### src/rtl/matrix_row_driver.sv
// matrix_row_driver
// Captures a 6-cell (3 rows x 2 columns) colour frame from the cell colour
// encoder into a shadow buffer, commits it to a display buffer at row
// blanking boundaries, and scans a row-multiplexed active-low RGB matrix.
// Optional build macro: DIM_PWM_EN adds a 4-bit brightness input that
// PWM-gates the colour drive during each row's dwell period.
module matrix_row_driver #(
    parameter int DWELL     = 1000,
    parameter int BLANK_CYC = 16,
    parameter int CNT_W     = 16
) (
    input  logic       clk,
    input  logic       rst_n,
    input  logic [5:0] in_sel,
    input  logic [2:0] in_col,
    input  logic       in_valid,
`ifdef DIM_PWM_EN
    input  logic [3:0] brightness,
`endif
    output logic [2:0] row_n,
    output logic [1:0] col_r,
    output logic [1:0] col_g,
    output logic [1:0] col_b,
    output logic       frame_tick
);

    typedef enum logic {
        ST_BLANK = 1'b0,
        ST_DRIVE = 1'b1
    } state_e;

    localparam logic [CNT_W-1:0] DWELL_LAST = CNT_W'(DWELL - 1);
    localparam logic [CNT_W-1:0] BLANK_LAST = CNT_W'(BLANK_CYC - 1);

    state_e           state_q, state_d;
    logic [CNT_W-1:0] cnt_q, cnt_d;
    logic [1:0]       row_q, row_d;
    logic             pend_q, pend_d;
    logic [2:0]       shadow_q [6];
    logic [2:0]       shadow_d [6];
    logic [2:0]       disp_q   [6];
    logic [2:0]       disp_d   [6];
    logic [2:0]       row_n_q, row_n_d;
    logic [1:0]       col_r_q, col_r_d;
    logic [1:0]       col_g_q, col_g_d;
    logic [1:0]       col_b_q, col_b_d;
    logic             tick_q, tick_d;

    logic             wr_en;
    logic             wr_last;
    logic             enter_blank;
    logic             enter_drive;
    logic             commit;
    logic [2:0]       cell_lo;
    logic [2:0]       cell_hi;

`ifdef DIM_PWM_EN
    logic [3:0]       phase_q, phase_d;
    logic [3:0]       bright_q, bright_d;
`endif

    // Scan FSM next state: per-state counter, row advance on leaving DRIVE
    always_comb begin
        state_d     = state_q;
        cnt_d       = cnt_q + CNT_W'(1);
        row_d       = row_q;
        enter_blank = 1'b0;
        enter_drive = 1'b0;
        case (state_q)
            ST_BLANK: begin
                if (cnt_q == BLANK_LAST) begin
                    enter_drive = 1'b1;
                    state_d     = ST_DRIVE;
                    cnt_d       = '0;
                end
            end
            ST_DRIVE: begin
                if (cnt_q == DWELL_LAST) begin
                    enter_blank = 1'b1;
                    state_d     = ST_BLANK;
                    cnt_d       = '0;
                    row_d       = (row_q == 2'd2) ? 2'd0 : row_q + 2'd1;
                end
            end
            default: begin
                state_d = ST_BLANK;
                cnt_d   = '0;
            end
        endcase
    end

    // Capture and commit: the commit copies shadow as it stood before this
    // edge, so a coincident index-5 write re-arms the pending flag instead
    always_comb begin
        wr_en   = in_valid && (in_sel <= 6'd5);
        wr_last = wr_en && (in_sel == 6'd5);
        commit  = enter_blank && pend_q;
        for (int unsigned i = 0; i < 6; i++) begin
            shadow_d[i] = shadow_q[i];
            disp_d[i]   = disp_q[i];
            if (wr_en && (in_sel == 6'(i))) begin
                shadow_d[i] = in_col;
            end
            if (commit) begin
                disp_d[i] = shadow_q[i];
            end
        end
        pend_d = commit ? wr_last : (pend_q || wr_last);
    end

`ifdef DIM_PWM_EN
    // PWM phase and brightness sample, both restarting at DRIVE entry
    always_comb begin
        phase_d  = phase_q;
        bright_d = bright_q;
        if (enter_drive) begin
            phase_d  = '0;
            bright_d = brightness;
        end else if (state_q == ST_DRIVE) begin
            phase_d  = phase_q + 4'd1;
        end
    end
`endif

    // Registered outputs are derived from next state so they line up with
    // the state register; display is stable whenever state_d is DRIVE
    always_comb begin
        row_n_d = '1;
        col_r_d = '0;
        col_g_d = '0;
        col_b_d = '0;
        tick_d  = enter_blank && (row_q == 2'd2);
        case (row_d)
            2'd0:    begin cell_lo = disp_q[0]; cell_hi = disp_q[1]; end
            2'd1:    begin cell_lo = disp_q[2]; cell_hi = disp_q[3]; end
            default: begin cell_lo = disp_q[4]; cell_hi = disp_q[5]; end
        endcase
        if (state_d == ST_DRIVE) begin
            case (row_d)
                2'd0:    row_n_d = 3'b110;
                2'd1:    row_n_d = 3'b101;
                default: row_n_d = 3'b011;
            endcase
            col_r_d = {cell_hi[2], cell_lo[2]};
            col_g_d = {cell_hi[1], cell_lo[1]};
            col_b_d = {cell_hi[0], cell_lo[0]};
`ifdef DIM_PWM_EN
            if (phase_d >= bright_d) begin
                col_r_d = '0;
                col_g_d = '0;
                col_b_d = '0;
            end
`endif
        end
    end

    // State, buffers and output registers
    always_ff @(posedge clk or negedge rst_n) begin
        if (!rst_n) begin
            state_q <= ST_BLANK;
            cnt_q   <= '0;
            row_q   <= '0;
            pend_q  <= 1'b0;
            for (int unsigned i = 0; i < 6; i++) begin
                shadow_q[i] <= '0;
                disp_q[i]   <= '0;
            end
            row_n_q <= '1;
            col_r_q <= '0;
            col_g_q <= '0;
            col_b_q <= '0;
            tick_q  <= 1'b0;
`ifdef DIM_PWM_EN
            phase_q  <= '0;
            bright_q <= '0;
`endif
        end else begin
            state_q <= state_d;
            cnt_q   <= cnt_d;
            row_q   <= row_d;
            pend_q  <= pend_d;
            for (int unsigned i = 0; i < 6; i++) begin
                shadow_q[i] <= shadow_d[i];
                disp_q[i]   <= disp_d[i];
            end
            row_n_q <= row_n_d;
            col_r_q <= col_r_d;
            col_g_q <= col_g_d;
            col_b_q <= col_b_d;
            tick_q  <= tick_d;
`ifdef DIM_PWM_EN
            phase_q  <= phase_d;
            bright_q <= bright_d;
`endif
        end
    end

    assign row_n      = row_n_q;
    assign col_r      = col_r_q;
    assign col_g      = col_g_q;
    assign col_b      = col_b_q;
    assign frame_tick = tick_q;

endmodule

### config.mk
export PLATFORM = sky130hd
export DESIGN_NAME = matrix_row_driver
export DESIGN_NICKNAME = d
export VERILOG_FILES = /design/src/rtl/matrix_row_driver.sv
export SDC_FILE = /design/constraint.sdc
export NUM_CORES = 1
export LEC_CHECK = 0
export BUFFER_PORTS_ARGS = -buffer_cell sky130_fd_sc_hd__buf_2
export CAP_MARGIN = 0
export CORE_UTILIZATION = 40
export DETAILED_ROUTE_END_ITERATION = 16
export HOLD_SLACK_MARGIN = 0.1
export SLEW_MARGIN = 30
export SYNTH_ARGS = -nofsm -noshare
export SYNTH_HDL_FRONTEND = slang
export SYNTH_SLANG_ARGS = --single-unit
### constraint.sdc
create_clock -name clk -period 2.5 [get_ports clk]
set_input_delay 0.5 -clock clk [delete_from_list [all_inputs] [get_ports clk]]
set_output_delay 0.5 -clock clk [all_outputs]
set_load 0.01 [all_outputs]
==> qor.txt, run 1 <==
RSZ-0062 raised after global routing = false
Core area = 0.00687 mm^2
FF-to-FF Start = cnt_q[11]
Commonest non-fill, non-tap cell in the layout = dfrtp_1
Clk sinks = 66
CP Launch Type = flop
Final Util = 48.9%
Final Critical Period = 2.28 ns
PnR worst setup slack = 0.222 ns
Setup slack, reg-to-reg = 0.22 ns
GRT Residual Overflow = 0
Share of layout cells above drive strength 1 = 36.4%
DR pass1 iterations = 4
Period utilization = 91.1%
VDD IR max = 0.315 mV
Worst-path clk slew = 0.07 ns
Antenna violations before repair = 0
Cell chain of the critical path = or4b_2 > or4_1 > o21ai_2 > nor2_1
Area Growth Syn to Fin = 16.4%
Vias per cell = 4.99
Worst-margin pin slew = 0.659 ns
Relative slew margins = 55.7%
Die Wd = 86.9 um
Pre-CTS setup slack = 0.113 ns
Fmax = 439 MHz
Setup bufs post-CTS = 0
Vias post-DR = 1796
Global Route Usage Sum = 16.1%
Final net count = 272
Post-synthesis cell area = 0.00288 mm^2
Slowest CP cell = or4b_2
Setup crit end kind = flop
Largest net degree at the start of global routing = 67
Wire length on met3 = 127 um
Leakage power total = 1.62 nW
Antenna-violating nets left = 0
Arr. time, crit path = 2.49 ns
Hold crit path type = in2async
Initial Util = 42.0%
Chip height = 86.9 um
CTS Buf Count = 9
Hold Fails Final Rpt = 0
WP data required = 2.71 ns
Pwr Density = 654 mW/mm^2
Final-report max-slew violation count = 0
Distinct cells, synth = 37
Latest clock arrival within the worst-skew pair = 0.34 ns
Outcome = finished, final reports clean
Total negative slack = 0 ns
Worst Setup SP = cnt_q[11]
Synth Register Bits = 66
I/O Pins = 22
Slowest Stage Delay on Critical Path = 0.73 ns
Post-Syn Instances = 226
Uppermost layer routed = met4
Vias in the first global route = 1784
Mean Syn Cell Area = 12.8 um^2
Fraction of the yosys area taken by sequential cells = 57.4%
H-tree depth = 3
CTS tree = done
Clock skew = 0.00908 ns
Most used DFF post-synth = dfrtp_1
Placed inst area = 0.00314 mm^2
Worst Hold Margin = 0.153 ns
Drc violations = 0
Setup Viol. Count Final = 0
Max_cap viols = 0
Post-synth EDFFs = 0
Final instance area = 0.00336 mm^2
Port Buf Inserts = 21
Die Area = 0.00755 mm^2
DRT iter0 DRCs = 87
Commonest cells after routing, fill and taps aside = 63 x dfrtp_1, 32 x mux2_2, 21 x buf_2
First-pass GRT wire length = 9040 um
Routed wire length per instance = 14.8 um
Cts repair resizes = 0
FF-to-FF End = cnt_q[3]
CTS max path bufs = 2
Worst Path Max Fanout = 10
R2R depth = 4
Post-synth ARST share = 100%
Met2 WL = 2300 um
Site Rows = 30
Root Driver = clkbuf_8
Dpl hpwl = 3680 um
Routed WL = 5330 um
Syn. warnings = 0
Hold_buf cts = 0
Kind of critical path = reg2reg
WL met1 = 2760 um
Synth Net Count = 239
GPL Wtd Cong = 0.778
Diodes inserted = 0
==> critical path, delay by kind of cell, from the launching register on <==
kind	cells	cell delay (ns)
compound gates	1	0.26
flops	1	0.43
simple gates	3	1.45
==> worst max-delay path by stage <==
stage                   end  slack (ns)
4_1_cts            cnt_q[3]        0.20
5_1_grt            cnt_q[0]        0.10
2_1_floorplan  shadow_q[12]        0.26
3_5_place_dp    shadow_q[9]        0.11
3_3_place_gp   shadow_q[10]        0.16
6_report           cnt_q[3]        0.22
==> metal layers <==
layer,vias up,global-route usage [%]
li1,869,-
met1,887,22.8
met2,28,22.7
met3,12,2.84
met4,0,10.5
met5,-,0
==> power by group <==
group          internal, mW  leakage (nW)  total, mW  switching [mW]
clock network         0.585         0.109      0.988           0.402
registers              1.11         0.880       1.13          0.0233
logic                0.0405         0.626     0.0792          0.0387
==> synth_stat cells (all sizes together), types with 3 or more instances <==
library cell,n,area [um^2]
o21ai,6,33.8
inv,6,22.5
xnor2,8,70.1
nor3,4,20.0
dfstp,3,78.8
a21oi,4,20.0
mux2,42,510
nor2,16,60.1
or3,6,37.5
o22ai,6,37.5
clkbuf,3,11.3
nor4,6,52.6
dfrtp,63,1580
nand3,12,60.1
nand2,12,52.6
xor2,6,52.6
==> state kept, by name, indices dropped and copies added (netlist names) <==
name        flops
col_r           2
col_g           2
col_b           2
row_q           2
pend_q          1
frame_tick      1
disp_q         18
shadow_q       18
cnt_q          16
state_q         1
row_n           3
==> per-stage QoR <==
step / power (mW) / std cells
3_3_place_gp: 1.23 / 344
3_5_place_dp: 1.23 / 344
2_1_floorplan: 1.18 / 226
6_report: 2.20 / 360
4_1_cts: 2.23 / 360
5_1_grt: 2.28 / 360
==> cell families after synthesis <==
| family | synth area share [%] |
|---|---|
| and+or+nand+nor | 14.6 |
| DFF | 57.4 |
| muxes | 17.7 |
| AOI/OAI and AO/OA | 3.86 |
| xor gates and xnor gates | 4.25 |
| buffers and inverters | 1.74 |
| adders and majority gates | 0.434 |
==> layout make-up <==
cell class | instances | area (um^2)
Fill cell | 621 | 3510
Sequential cell | 66 | 1660
Multi-Input combinational cell | 149 | 1180
Timing Repair Buffer | 27 | 163
Clock buffer | 11 | 141
Tap cell | 96 | 120
Clock inverter | 5 | 77.6
Inverter | 6 | 22.5
Power figures use the tool's default switching activity.
==> run 2, diff against run 1 <==
CTS_BUF_LIST = sky130_fd_sc_hd__clkbuf_2   (was default)
SKIP_CTS_REPAIR_TIMING = 1   (was default)
==> run 2 against run 1 <==
Setup slack worse by 0.033 ns. Utilization fell by 1.1 points. Critical path depth did not move. Hold slack improved by 0.17 ns. Fmax shrank 1.4%. First-iteration DRC count fell by 8.0%. Count of clock-buffer cells in the layout shrank 1. Flip-flop and latch count unchanged. Sequential power about the same. Sequential share of layout area rose by 1.2 points. Via count increased by 2.0%.
==> qor.txt, run 2 (same netlist as run 1, synthesis figures left out) <==
Final-report max-slew violation count = 0 (unchanged)
DRT iter0 DRCs = 80 (-8.0%)
Total negative slack = 0 ns (unchanged)
Clk sinks = 66 (unchanged)
Final instance area = 0.00328 mm^2 (-2.3%)
H-tree depth = 3 (unchanged)
Pre-CTS setup slack = 0.113 ns (unchanged)
Hold Fails Final Rpt = 0 (unchanged)
I/O Pins = 22 (unchanged)
Commonest cells after routing, fill and taps aside = 63 x dfrtp_1, 32 x mux2_2, 21 x buf_2
FF-to-FF Start = cnt_q[11]
Global Route Usage Sum = 16.0% (-0.10 points)
Pwr Density = 586 mW/mm^2 (-10%)
Vias post-DR = 1832 (+2.0%)
Core area = 0.00687 mm^2 (unchanged)
Area Growth Syn to Fin = 13.8%
WP data required = 2.86 ns (+0.15 ns)
Chip height = 86.9 um (unchanged)
Arr. time, crit path = 2.67 ns (+0.18 ns)
Initial Util = 42.0% (unchanged)
CP Launch Type = flop
Root Driver = clkbuf_2
Die Wd = 86.9 um (unchanged)
Worst Setup SP = cnt_q[11]
Overall power = 1.92 mW (-12%)
CTS max path bufs = 2 (unchanged)
Kind of critical path = reg2reg
Outcome = finished, final reports clean
Hold Crit Endpoint = shadow_q[0]
Setup crit end kind = flop
Dpl hpwl = 3680 um (unchanged)
Hold crit path type = in2reg
Die Area = 0.00755 mm^2 (unchanged)
CTS tree = done
Clock skew = 0.0250 ns (+0.0159 ns)
Commonest non-fill, non-tap cell in the layout = dfrtp_1
Largest net degree at the start of global routing = 67 (unchanged)
Setup slack, reg-to-reg = 0.19 ns (-0.03 ns)
Final net count = 273 (+0.37%)
Antenna violations before repair = 0 (unchanged)
RSZ-0062 raised after global routing = false
Worst-path clk slew = 0.19 ns (+0.12 ns)
Worst Path Max Fanout = 10 (unchanged)
Fmax = 433 MHz (-1.4%)
GPL Wtd Cong = 0.778 (unchanged)
VDD IR max = 0.262 mV (-17%)
Setup Viol. Count Final = 0 (unchanged)
DR pass1 iterations = 4 (unchanged)
Max_cap viols = 0 (unchanged)
Latest clock arrival within the worst-skew pair = 0.49 ns (+0.15 ns)
Share of layout cells above drive strength 1 = 36.2% (-0.14 points)
GRT Residual Overflow = 0 (unchanged)
Vias in the first global route = 1801 (+0.95%)
Leakage power total = 1.59 nW (-1.6%)
Hold Path Origin = in_col[0]
First-pass GRT wire length = 9060 um (+0.22%)
Drc violations = 0 (unchanged)
Leading registers by flop count = disp_q x18, shadow_q x18, cnt_q x16
PnR worst setup slack = 0.189 ns (-0.0330 ns)
Worst hold path depth = 2
Final Critical Period = 2.31 ns (+0.0330 ns)
R2R depth = 4 (unchanged)
Routed wire length per instance = 14.8 um (+0.32%)
CTS Buf Count = 9 (unchanged)
Diodes inserted = 0 (unchanged)
Routed WL = 5360 um (+0.60%)
Placed inst area = 0.00314 mm^2 (unchanged)
Worst-margin pin slew = 0.674 ns (+0.0153 ns)
Period utilization = 92.4% (+1.3 points)
Port Buf Inserts = 21 (unchanged)
Site Rows = 30 (unchanged)
Vias per cell = 5.07 (+1.7%)
Antenna-violating nets left = 0 (unchanged)
Relative slew margins = 54.7% (-1.0 points)
FF-to-FF End = cnt_q[3]
run 2: cell type report:
cell class	count	area, um^2
Clock buffer	10	50.0
Timing Repair Buffer	28	173
Fill cell	633	3590
Inverter	6	22.5
Multi-Input combinational cell	149	1180
Tap cell	96	120
Clock inverter	6	81.3
Sequential cell	66	1660
run 2: stage by stage:
stage,instances,hold slack (ns),util (%)
2_1_floorplan,226,0.204,-
3_3_place_gp,344,0.451,45.7
3_5_place_dp,344,0.449,45.7
4_1_cts,360,-0.0330,47.6
5_1_grt,361,0.291,47.8
6_report,361,0.320,47.8
run 2: how the worst max path moves through the flow:
stage / end / slack (ns) / cells past startpoint
after CTS: cnt_q[3] / 0.18 / 4
after floorplan: shadow_q[12] / 0.26 / 3
after global routing: cnt_q[0] / 0.06 / 4
after detailed placement: shadow_q[9] / 0.11 / 5
final: cnt_q[3] / 0.19 / 4
after global placement: shadow_q[10] / 0.16 / 5
run 2: critical path, stage by stage (launching register included):
cell and delay, ns:
dfrtp_1 0.47, or4b_2 0.73, or4_1 0.63, o21ai_2 0.26, nor2_1 0.09
run 2: power breakdown:
group          internal [mW]  switching (mW)
clock network          0.329           0.384
logic                 0.0415          0.0390
registers               1.11          0.0234
run 2: routing by layer:
| layer | wire [um] | track usage, % |
|---|---|---|
| met1 | 2740 | 22.7 |
| met3 | 144 | 3.13 |
| met5 | 0 | 0 |
| met4 | 132 | 9.09 |
| met2 | 2340 | 22.8 |
==> run 3, diff against run 2 <==
ABC_AREA = 1   (was default)
CORE_UTILIZATION = 54   (was 40)
PLACE_DENSITY = 0.73   (was default)
==> run 3 against run 2 <==
Via count increased by 16%. Non-clock buffer count decreased by 5. Utilization increased by 15 points. Sequential share of layout area about the same. Wire length decreased by 2.7%. First-iteration DRC count increased by 80%. Final cell count increased by 13%.
==> qor.txt, run 3 <==
Chip height = 76.3 um (-12%)
R2R depth = 13 (+9)
Fmax = 508 MHz (+17%)
VDD IR max = 0.538 mV (+110%)
Mean Syn Cell Area = 9.82 um^2 (-23%)
First-pass GRT wire length = 9190 um (+1.4%)
Worst Hold Margin = 0.347 ns (+0.0267 ns)
Vias post-DR = 2124 (+16%)
Final net count = 347 (+27%)
Fraction of the yosys area taken by sequential cells = 55.5% (-1.9 points)
Synth top area cells = dfrtp_1 53%, nand2_1 8.8%, mux2_4 5.0%
Commonest cells after routing, fill and taps aside = 70 x nand2_1, 63 x dfrtp_1, 26 x inv_1
Global Route Usage Sum = 20.3% (+4.3 points)
Final Critical Period = 1.97 ns (-0.341 ns)
CTS max path bufs = 2 (unchanged)
Slowest Stage Delay on Critical Path = 0.43 ns (-0.30 ns)
WP data required = 2.91 ns (+0.05 ns)
Antenna violations before repair = 0 (unchanged)
Synth Net Count = 317 (+33%)
Commonest non-fill, non-tap cell in the layout = nand2_1
Post-synthesis cell area = 0.00298 mm^2 (+3.5%)
Most frequent cells after synthesis = 70 x nand2_1, 63 x dfrtp_1, 26 x inv_1, 23 x nor2_1, 17 x nand3_1
CP Launch Type = flop
Final-report max-slew violation count = 0 (unchanged)
Synth area leader = dfrtp_1
Diodes inserted = 0 (unchanged)
Clock skew = 0.0177 ns (-0.00727 ns)
Syn. warnings = 0 (unchanged)
Outcome = finished, final reports clean
Max_cap viols = 0 (unchanged)
Initial Util = 57.3% (+15 points)
Routed wire length per instance = 12.7 um (-14%)
Routed WL = 5210 um (-2.7%)
Post-synth ARST share = 100% (unchanged)
I/O Pins = 22 (unchanged)
Share of layout cells above drive strength 1 = 24.2% (-12 points)
Hold Fails Final Rpt = 0 (unchanged)
Site Rows = 26 (-13%)
H-tree depth = 3 (unchanged)
Leading registers by flop count = disp_q x18, shadow_q x18, cnt_q x16
DRT iter0 DRCs = 144 (+80%)
Port Buf Inserts = 21 (unchanged)
Relative slew margins = 56.4% (+1.8 points)
Total negative slack = 0 ns (unchanged)
CTS Buf Count = 9 (unchanged)
CTS tree = done
GPL Wtd Cong = 0.843 (+8.4%)
Antenna-violating nets left = 0 (unchanged)
Count leader, synth = nand2_1
Setup Viol. Count Final = 0 (unchanged)
Vias per cell = 5.19 (+2.3%)
Largest net degree at the start of global routing = 40 (-40%)
Hold crit path type = in2reg
Area Growth Syn to Fin = 10.0%
Crit-path most repeated cell = nand2_1
Dpl hpwl = 3770 um (+2.3%)
Most used DFF post-synth = dfrtp_1
Vias in the first global route = 1933 (+7.3%)
RSZ-0062 raised after global routing = false
Clk sinks = 66 (unchanged)
Worst-margin pin slew = 0.654 ns (-0.0201 ns)
Core area = 0.00520 mm^2 (-24%)
Top cell type's share of synthesized area = 52.8% (-1.8 points)
GRT Residual Overflow = 0 (unchanged)
Worst-path clk slew = 0.19 ns (about the same)
Synth Register Bits = 66 (unchanged)
Cell chain of the critical path = ha_1 > nand2_1 > inv_1 > nand2_2 > nor2_4 > nand3_2 > nand2_1 > nand2_1 > inv_1 > nand2_1 > nand3_1 > nand2_1 > inv_1
Root Driver = clkbuf_2
Post-Syn Instances = 304 (+35%)
Distinct cells, synth = 33 (-11%)
Die Wd = 76.3 um (-12%)
Die Area = 0.00583 mm^2 (-23%)
Setup crit end kind = flop
Worst Path Max Fanout = 12 (+2)
Drc violations = 0 (unchanged)
Leakage power total = 1.68 nW (+5.9%)
Arr. time, crit path = 2.38 ns (-0.29 ns)
Final Util = 63.1% (+15 points)
Post-synth EDFFs = 0 (unchanged)
Worst hold path depth = 3 (+1)
Pwr Density = 543 mW/mm^2 (-7.4%)
Kind of critical path = reg2reg
Slowest CP cell = dfrtp_1
Latest clock arrival within the worst-skew pair = 0.48 ns (about the same)
DR pass1 iterations = 6 (+2)
Period utilization = 78.8% (-14 points)
==> run 3: cell count changes after synthesis, moves of 7 or more <==
| cell | previous run | this run |
|---|---|---|
| inv_1 | 6 | 26 |
| mux2_2 | 32 | 8 |
| nand2_1 | 11 | 70 |
| nand4_1 | 2 | 10 |
| nor2_1 | 16 | 23 |
| o21ai_1 | 0 | 10 |
| xnor2_1 | 8 | 1 |
==> run 3: critical path, delay by kind of cell (launching register included) <==
kind | cells | cell delay [ns]
buffers and inverters | 3 | 0.27
adder cells (fa/ha/maj) | 1 | 0.21
AND/OR/NAND/NOR | 9 | 0.99
flip-flops | 1 | 0.43
==> run 3: final timing paths <==
kind,from,end,slack (ns)
max,cnt_q[0],col_g[1],0.53
min reg2reg,cnt_q[0],cnt_q[0],0.47
max in group asynchronous,rst_n,row_n[2],1.25
min in group asynchronous,rst_n,cnt_q[9],0.55
min,in_col[0],shadow_q[9],0.35
max reg2reg,cnt_q[0],col_g[1],0.53
==> run 3: cell families after synthesis <==
| family | after synthesis | synth area share, % |
|---|---|---|
| flops | 66 | 55.5 |
| xor+xnor | 5 | 1.47 |
| buf+inv | 38 | 5.62 |
| simple gates | 151 | 24.3 |
| fa+ha+maj | 1 | 0.419 |
| mux | 18 | 8.05 |
| compound gates | 25 | 4.70 |
==> run 3: metal layers <==
layer / GRT usage, % / routed length [um] / vias up
li1: - / - / 1060
met2: 27.9 / 2260 / 50
met1: 30.9 / 2710 / 1008
met5: 0 / 0 / -
met4: 7.50 / 60 / 0
met3: 5.03 / 183 / 6
==> run 3: cell type report <==
cell class	count	area, um^2
fillers	435	1920
flip-flops and latches	66	1660
multi-input cells	200	1160
repair buffers	23	135
inverters	34	129
well taps	70	87.6
clock inverters	7	70.1
clock buffers	9	45.0
==> run 3: through the flow <==
stage	cells	power, mW	instance area, um^2	setup slack [ns]
final	409	1.78	3280	0.530
after global routing	409	1.86	3280	0.316
after CTS	408	1.80	3270	0.526
after detailed placement	392	1.19	3160	0.546
after global placement	392	1.19	3160	0.654
after floorplan	304	1.14	2980	0.859
==> run 3: power breakdown <==
part	switching, mW	internal [mW]
Clock	0.383	0.229
Sequential	0.0142	1.09
Combinational	0.0439	0.0229
Total	0.441	1.34
